`src/rtl/header_field_parser_if.sv`:
```
// rtl/header_field_parser_if.sv - byte stream handshake between a source and the header parser
interface header_field_parser_if;
    logic [7:0] in_data;
    logic       in_valid;
    logic       in_ready;

    modport master (
        output in_data,
        output in_valid,
        input  in_ready
    );

    modport slave (
        input  in_data,
        input  in_valid,
        output in_ready
    );
endinterface

```
`src/rtl/header_field_parser.sv`:
```
// rtl/header_field_parser.sv - sync-hunting camera header parser with XOR check and idle timeout
module header_field_parser #(
    parameter logic [7:0] SYNC_BYTE = 8'hA5,
    parameter int         TIMEOUT   = 1024
) (
    input  logic                         clk,
    input  logic                         reset,
    header_field_parser_if.slave         stream,
    output logic [7:0]                   profile,
    output logic [15:0]                  width,
    output logic [15:0]                  height,
    output logic [7:0]                   fps,
    output logic [1:0]                   chroma_format,
    output logic [3:0]                   bit_depth,
    output logic [5:0]                   qp,
    output logic                         tiles_enabled,
    output logic [3:0]                   tile_cols,
    output logic [3:0]                   tile_rows,
    output logic                         hdr_valid,
    output logic                         hdr_err,
    output logic [1:0]                   err_code
);

    typedef enum logic [1:0] {HUNT, PAYLOAD, EMIT} state_t;

    // The idle counter fires on the edge where it would reach TIMEOUT,
    // so the comparison is made against TIMEOUT-1 before incrementing.
    localparam logic [15:0] IDLE_LIMIT = 16'(TIMEOUT - 1);

    state_t      state;
    logic [3:0]  idx;
    logic [7:0]  xor_acc;
    logic [15:0] idle_cnt;
    logic        xfer;

    // Shadow copies of the fields, only published on a good checksum.
    logic [7:0]  sh_profile;
    logic [15:0] sh_width;
    logic [15:0] sh_height;
    logic [7:0]  sh_fps;
    logic [1:0]  sh_chroma;
    logic [3:0]  sh_depth;
    logic [5:0]  sh_qp;
    logic        sh_tiles;
    logic [3:0]  sh_cols;
    logic [3:0]  sh_rows;

    assign xfer = stream.in_valid && stream.in_ready;

    // Hunt / payload / emit sequencer with registered ready, strobes and fields.
    always_ff @(posedge clk or posedge reset) begin
        if (reset) begin
            state           <= HUNT;
            stream.in_ready <= 1'b1;
            idx             <= '0;
            xor_acc         <= '0;
            idle_cnt        <= '0;
            hdr_valid       <= 1'b0;
            hdr_err         <= 1'b0;
            err_code        <= 2'b00;
            profile         <= '0;
            width           <= '0;
            height          <= '0;
            fps             <= '0;
            chroma_format   <= '0;
            bit_depth       <= '0;
            qp              <= '0;
            tiles_enabled   <= 1'b0;
            tile_cols       <= '0;
            tile_rows       <= '0;
            sh_profile      <= '0;
            sh_width        <= '0;
            sh_height       <= '0;
            sh_fps          <= '0;
            sh_chroma       <= '0;
            sh_depth        <= '0;
            sh_qp           <= '0;
            sh_tiles        <= 1'b0;
            sh_cols         <= '0;
            sh_rows         <= '0;
        end else begin
            hdr_valid <= 1'b0;
            hdr_err   <= 1'b0;
            case (state)
                HUNT: begin
                    if (xfer && stream.in_data == SYNC_BYTE) begin
                        idx      <= '0;
                        xor_acc  <= '0;
                        idle_cnt <= '0;
                        state    <= PAYLOAD;
                    end
                end
                PAYLOAD: begin
                    if (xfer) begin
                        idle_cnt <= '0;
                        xor_acc  <= xor_acc ^ stream.in_data;
                        if (idx == 4'd9) begin
                            state           <= EMIT;
                            stream.in_ready <= 1'b0;
                            if ((xor_acc ^ stream.in_data) == 8'h00) begin
                                hdr_valid     <= 1'b1;
                                profile       <= sh_profile;
                                width         <= sh_width;
                                height        <= sh_height;
                                fps           <= sh_fps;
                                chroma_format <= sh_chroma;
                                bit_depth     <= sh_depth;
                                qp            <= sh_qp;
                                tiles_enabled <= sh_tiles;
                                tile_cols     <= sh_cols;
                                tile_rows     <= sh_rows;
                            end else begin
                                hdr_err  <= 1'b1;
                                err_code <= 2'b01;
                            end
                        end else begin
                            idx <= idx + 4'd1;
                            case (idx)
                                4'd0: sh_profile       <= stream.in_data;
                                4'd1: sh_width[15:8]   <= stream.in_data;
                                4'd2: sh_width[7:0]    <= stream.in_data;
                                4'd3: sh_height[15:8]  <= stream.in_data;
                                4'd4: sh_height[7:0]   <= stream.in_data;
                                4'd5: sh_fps           <= stream.in_data;
                                4'd6: begin
                                    sh_chroma <= stream.in_data[7:6];
                                    sh_depth  <= stream.in_data[5:2];
                                end
                                4'd7: begin
                                    sh_tiles <= stream.in_data[7];
                                    sh_qp    <= stream.in_data[5:0];
                                end
                                default: begin
                                    sh_cols <= stream.in_data[7:4];
                                    sh_rows <= stream.in_data[3:0];
                                end
                            endcase
                        end
                    end else if (idle_cnt == IDLE_LIMIT) begin
                        state           <= EMIT;
                        stream.in_ready <= 1'b0;
                        idle_cnt        <= '0;
                        hdr_err         <= 1'b1;
                        err_code        <= 2'b10;
                    end else begin
                        idle_cnt <= idle_cnt + 16'd1;
                    end
                end
                EMIT: begin
                    state           <= HUNT;
                    stream.in_ready <= 1'b1;
                end
                default: begin
                    state           <= HUNT;
                    stream.in_ready <= 1'b1;
                end
            endcase
        end
    end

endmodule

```
`src/flat_wrapper.sv`:
```
// flat-port wrapper written by rule: the top's interface ports become plain ports
module header_field_parser_flat 
#(
    parameter logic [7:0] SYNC_BYTE = 8'hA5,
    parameter int         TIMEOUT   = 1024
)
  (clk, reset, profile, width, height, fps, chroma_format, bit_depth, qp, tiles_enabled, tile_cols, tile_rows, hdr_valid, hdr_err, err_code, stream_in_data, stream_in_valid, stream_in_ready);
  header_field_parser_if stream_i ();
  input  logic clk;
  input  logic reset;
  output logic [7:0] profile;
  output logic [15:0] width;
  output logic [15:0] height;
  output logic [7:0] fps;
  output logic [1:0] chroma_format;
  output logic [3:0] bit_depth;
  output logic [5:0] qp;
  output logic tiles_enabled;
  output logic [3:0] tile_cols;
  output logic [3:0] tile_rows;
  output logic hdr_valid;
  output logic hdr_err;
  output logic [1:0] err_code;
  input wire logic [$bits(stream_i.in_data)-1:0] stream_in_data;
  input wire logic [$bits(stream_i.in_valid)-1:0] stream_in_valid;
  output wire logic [$bits(stream_i.in_ready)-1:0] stream_in_ready;
  assign stream_i.in_data = stream_in_data;
  assign stream_i.in_valid = stream_in_valid;
  assign stream_in_ready = stream_i.in_ready;
  header_field_parser #(.SYNC_BYTE(SYNC_BYTE), .TIMEOUT(TIMEOUT)) u_core (.clk(clk), .reset(reset), .stream(stream_i), .profile(profile), .width(width), .height(height), .fps(fps), .chroma_format(chroma_format), .bit_depth(bit_depth), .qp(qp), .tiles_enabled(tiles_enabled), .tile_cols(tile_cols), .tile_rows(tile_rows), .hdr_valid(hdr_valid), .hdr_err(hdr_err), .err_code(err_code));
endmodule
```
`config.mk`:
```
export PLATFORM = sky130hd
export DESIGN_NAME = header_field_parser_flat
export DESIGN_NICKNAME = d
export VERILOG_FILES = /design/src/rtl/header_field_parser_if.sv /design/src/rtl/header_field_parser.sv /design/src/flat_wrapper.sv
export SDC_FILE = /design/constraint.sdc
export NUM_CORES = 1
export LEC_CHECK = 0
export BUFFER_PORTS_ARGS = -buffer_cell sky130_fd_sc_hd__buf_2
export CORE_MARGIN = 2
export CORE_UTILIZATION = 40
export CTS_CLUSTER_DIAMETER = 150
export DETAILED_ROUTE_END_ITERATION = 8
export GPL_TIMING_DRIVEN = 0
export MAX_ROUTING_LAYER = met4
export PLACE_DENSITY = 0.58
export SKIP_LAST_GASP = 1
export SLEW_MARGIN = 5
export SYNTH_ARGS = -nofsm -noshare
export SYNTH_HDL_FRONTEND = slang
export SYNTH_SLANG_ARGS = --single-unit
```
`constraint.sdc`:
```
create_clock -name clk -period 6.91 [get_ports clk]
set_input_delay 0.691 -clock clk [delete_from_list [all_inputs] [get_ports clk]]
set_output_delay 0.691 -clock clk [all_outputs]
set_load 0.02 [all_outputs]
```
==> flow_metrics.tcl <==
set metrics [dict create \
    syn_avg_cell_area_um2 13.6 \
    nets 641 \
    worstSetupPathType "register to register" \
    tightestPinTransition_ns 0.944 \
    power.total_w 0.00289 \
    min_period_ns 2.45 \
    wl_met3_um 675 \
    dr_wl_met2_mm 7.74 \
    ys_top_cells_by_area "dfrtp_1 (61%), mux2_1 (11%), mux2_2 (11%)" \
    ys_ff_latch 173 \
    via_per_inst 5.20 \
    grt_max_degree 128 \
    power.switching_w 0.000750 \
    comb_power_share_pct 15.4 \
    rsz0062_at_grt "no" \
    setup_tns_ns 0 \
    synthTopCellsByCount "dfrtp_1 (172), mux2_1 (69), mux2_2 (69)" \
    row_count 48 \
    powerDensity_mw_per_mm2 341 \
    hold_class "input pin to asynchronous set/reset pin" \
    cts_tree "yes" \
    timing.final.crit_share_pct 35.5 \
    numCtsBuffers 17 \
    first_global_vias 4572 \
    synth.distinct_cells 42 \
    clock-sinks 173 \
    hpwl_mm 10.3 \
    gp_congestion 0.854 \
    layout-drive-gt1-share_pct 31.8 \
    crit_fanout 10 \
    core_area_mm2 0.0173 \
    synthesis.area_mm2 0.00708 \
    cts.clk_slew.worst_paths_ns 0.07 \
    sw_frac_of_total_pct 25.9 \
    start_util_pct 40.9 \
    synth_top_area_share_pct 60.8 \
    finalSetupViolCount 0 \
    skew_ns 0.0101 \
    crit_family "buffers and inverters" \
    area_growth_pct 20.0 \
    synth_edf_count 0 \
    dr.pass1.iters 4 \
    relSlewSlack_pct 36.5 \
    postCtsHoldBufs 0 \
    io_pins 85 \
    drt-wirelength-per-cell_um 17.8 \
    ys_async_sr_fraction_pct 100 \
    antenna_found_initial 0 \
    cts_max_level 4 \
    cp-start-kind "register" \
    yosysMostFrequentCell "dfrtp_1" \
    worst_ir_drop_vdd_mv 0.188 \
    cap_violations 0 \
    crit_slowest_cell "dfrtp_1" \
    fp.dieH_um 137 \
    yosys.area.top_type "dfrtp_1" \
    cts_setup_buffers 0 \
    endpoint_kind "register" \
    ys_seq_area_share_pct 61.2 \
    crit_path_cell_trace "inv_1 -> ha_1 -> and3b_1 -> clkbuf_1 -> nand4_1 -> buf_2 -> mux2_1" \
    cts_resized 0 \
    synth_fp_nets 537 \
    syn_inst 521 \
    diodes 0 \
    dieWidth_um 137 \
    port_buffers 84 \
    cts_root_buf "clkbuf_16" \
    drt_iter0_drc 297 \
    track_usage_pct 17.8 \
    drv_slew 0 \
    p_leak_nw 4.37 \
    grt.overflow.total 0 \
    ant_nets 0 \
    drcViolationCount 0 \
    hold_viol 0 \
    vias 4491 \
    status "complete, no violations" \
    ys_warn_count 0 \
    clock_power_share_pct 37.6 \
    clockBufferDepth 2 \
    wl_mm 15.4 \
    grt_pass1_wl_mm 24.3 \
    fillers 1537 \
    clock_latency_ns 0.43 \
    internal_power_w 0.00214 \
    seq_power_share_pct 47.0 \
    ys.flop_type "dfrtp_1" \
    crit_buf_inv 3 \
    worst_ep_arrival_time_ns 2.75 \
    drt-met1-wl_mm 6.59 \
    critPathMaxStageDelay_ns 0.42 \
    max_freq_mhz 408 \
    die-area_mm2 0.0188 \
    worstPathRequired_ns 7.21 \
    top_layer "met4" \
]
-- cell usage in the layout, fill, tap and decap left out, types with 12 or more instances in the layout --
master,instances
dfrtp_1,172
buf_2,93
mux2_1,69
clkbuf_16,17
a31oi_1,12
a21oi_1,12
o21ai_0,26
nor2_1,21
mux2_2,69
nand3_1,12
clkbuf_1,13
nand2_1,39
-- kinds of logic after synthesis --
kind of cell / synth area share, %
DFF: 61.2
buffers and inverters: 1.75
muxes: 22.1
adders and majority gates: 0.884
and+or+nand+nor: 6.83
xor gates and xnor gates: 1.24
AOI/OAI and AO/OA: 6.00
-- registers in the layout, indices dropped and copies added (netlist names), 16 cells and up --
name and count:
u_core.width 16, u_core.height 16, u_core.sh_width 16, u_core.sh_height 16, u_core.idle_cnt 16
-- worst register-to-register path, delay by kind of cell, from the launching register on --
family | cells | cell delay [ns]
flops | 1 | 0.42
simple gates | 2 | 0.59
buf+inv | 3 | 0.72
fa+ha+maj | 1 | 0.24
mux | 1 | 0.35
-- area by class of cell --
cell class	instances	area [um^2]	area share, %
clock inverter	13	235	2.77
multi-input combinational	320	2620	30.9
clock buffer	19	443	5.22
inverter	6	30.0	0.354
timing repair buffer	85	448	5.28
sequential	173	4330	51.0
tap	225	282	3.32
buffer	22	101	1.19
-- final timing paths --
path | startpoint | slack, ns | depth (start not counted) | end
worst max-delay path | u_core.idx[1]$_DFFE_PP0P_ | 4.46 | 7 | u_core.profile[1]$_DFFE_PP0P_
worst min-delay path | reset | 0.26 | 2 | u_core.idle_cnt[0]$_DFFE_PP0P_
worst max register to register | u_core.idx[1]$_DFFE_PP0P_ | 4.46 | 7 | u_core.profile[1]$_DFFE_PP0P_
worst min register to register | u_core.sh_width[8]$_DFFE_PP0P_ | 0.48 | 1 | u_core.width[8]$_DFFE_PP0P_
max in group asynchronous | reset | 5.70 | 3 | u_core.width[3]$_DFFE_PP0P_
min in group clk | u_core.sh_width[8]$_DFFE_PP0P_ | 0.48 | 1 | u_core.width[8]$_DFFE_PP0P_
-- metrics by stage --
stage / cell area [um^2] / cells / setup slack [ns] / hold slack [ns] / util (%)
2_1_floorplan: 7080 / 521 / 1.53 / 0.444 / -
3_3_place_gp: 7780 / 830 / -0.192 / 0.461 / 45.0
3_5_place_dp: 7810 / 831 / 4.13 / 0.469 / 45.2
4_1_cts: 8490 / 863 / 4.39 / 0.260 / 49.1
5_1_grt: 8490 / 863 / 4.27 / 0.269 / 49.1
6_report: 8490 / 863 / 4.46 / 0.261 / 49.1
-- routing by layer --
| layer | global-route usage (%) | vias up |
|---|---|---|
| li1 | - | 2068 |
| met1 | 21.2 | 2308 |
| met2 | 28.9 | 90 |
| met3 | 4.63 | 25 |
| met4 | 7.33 | 0 |
| met5 | - | - |
-- power by group through the flow --
stage               Sequential, W  Combinational, W  Clock, W
floorplan                 0.00133          0.000355         0
CTS                       0.00136          0.000452   0.00111
detailed placement        0.00138          0.000448         0
global placement          0.00136          0.000426         0
finish                    0.00136          0.000445   0.00109
global route              0.00139          0.000498   0.00115
(Power assumes the default switching activity.)
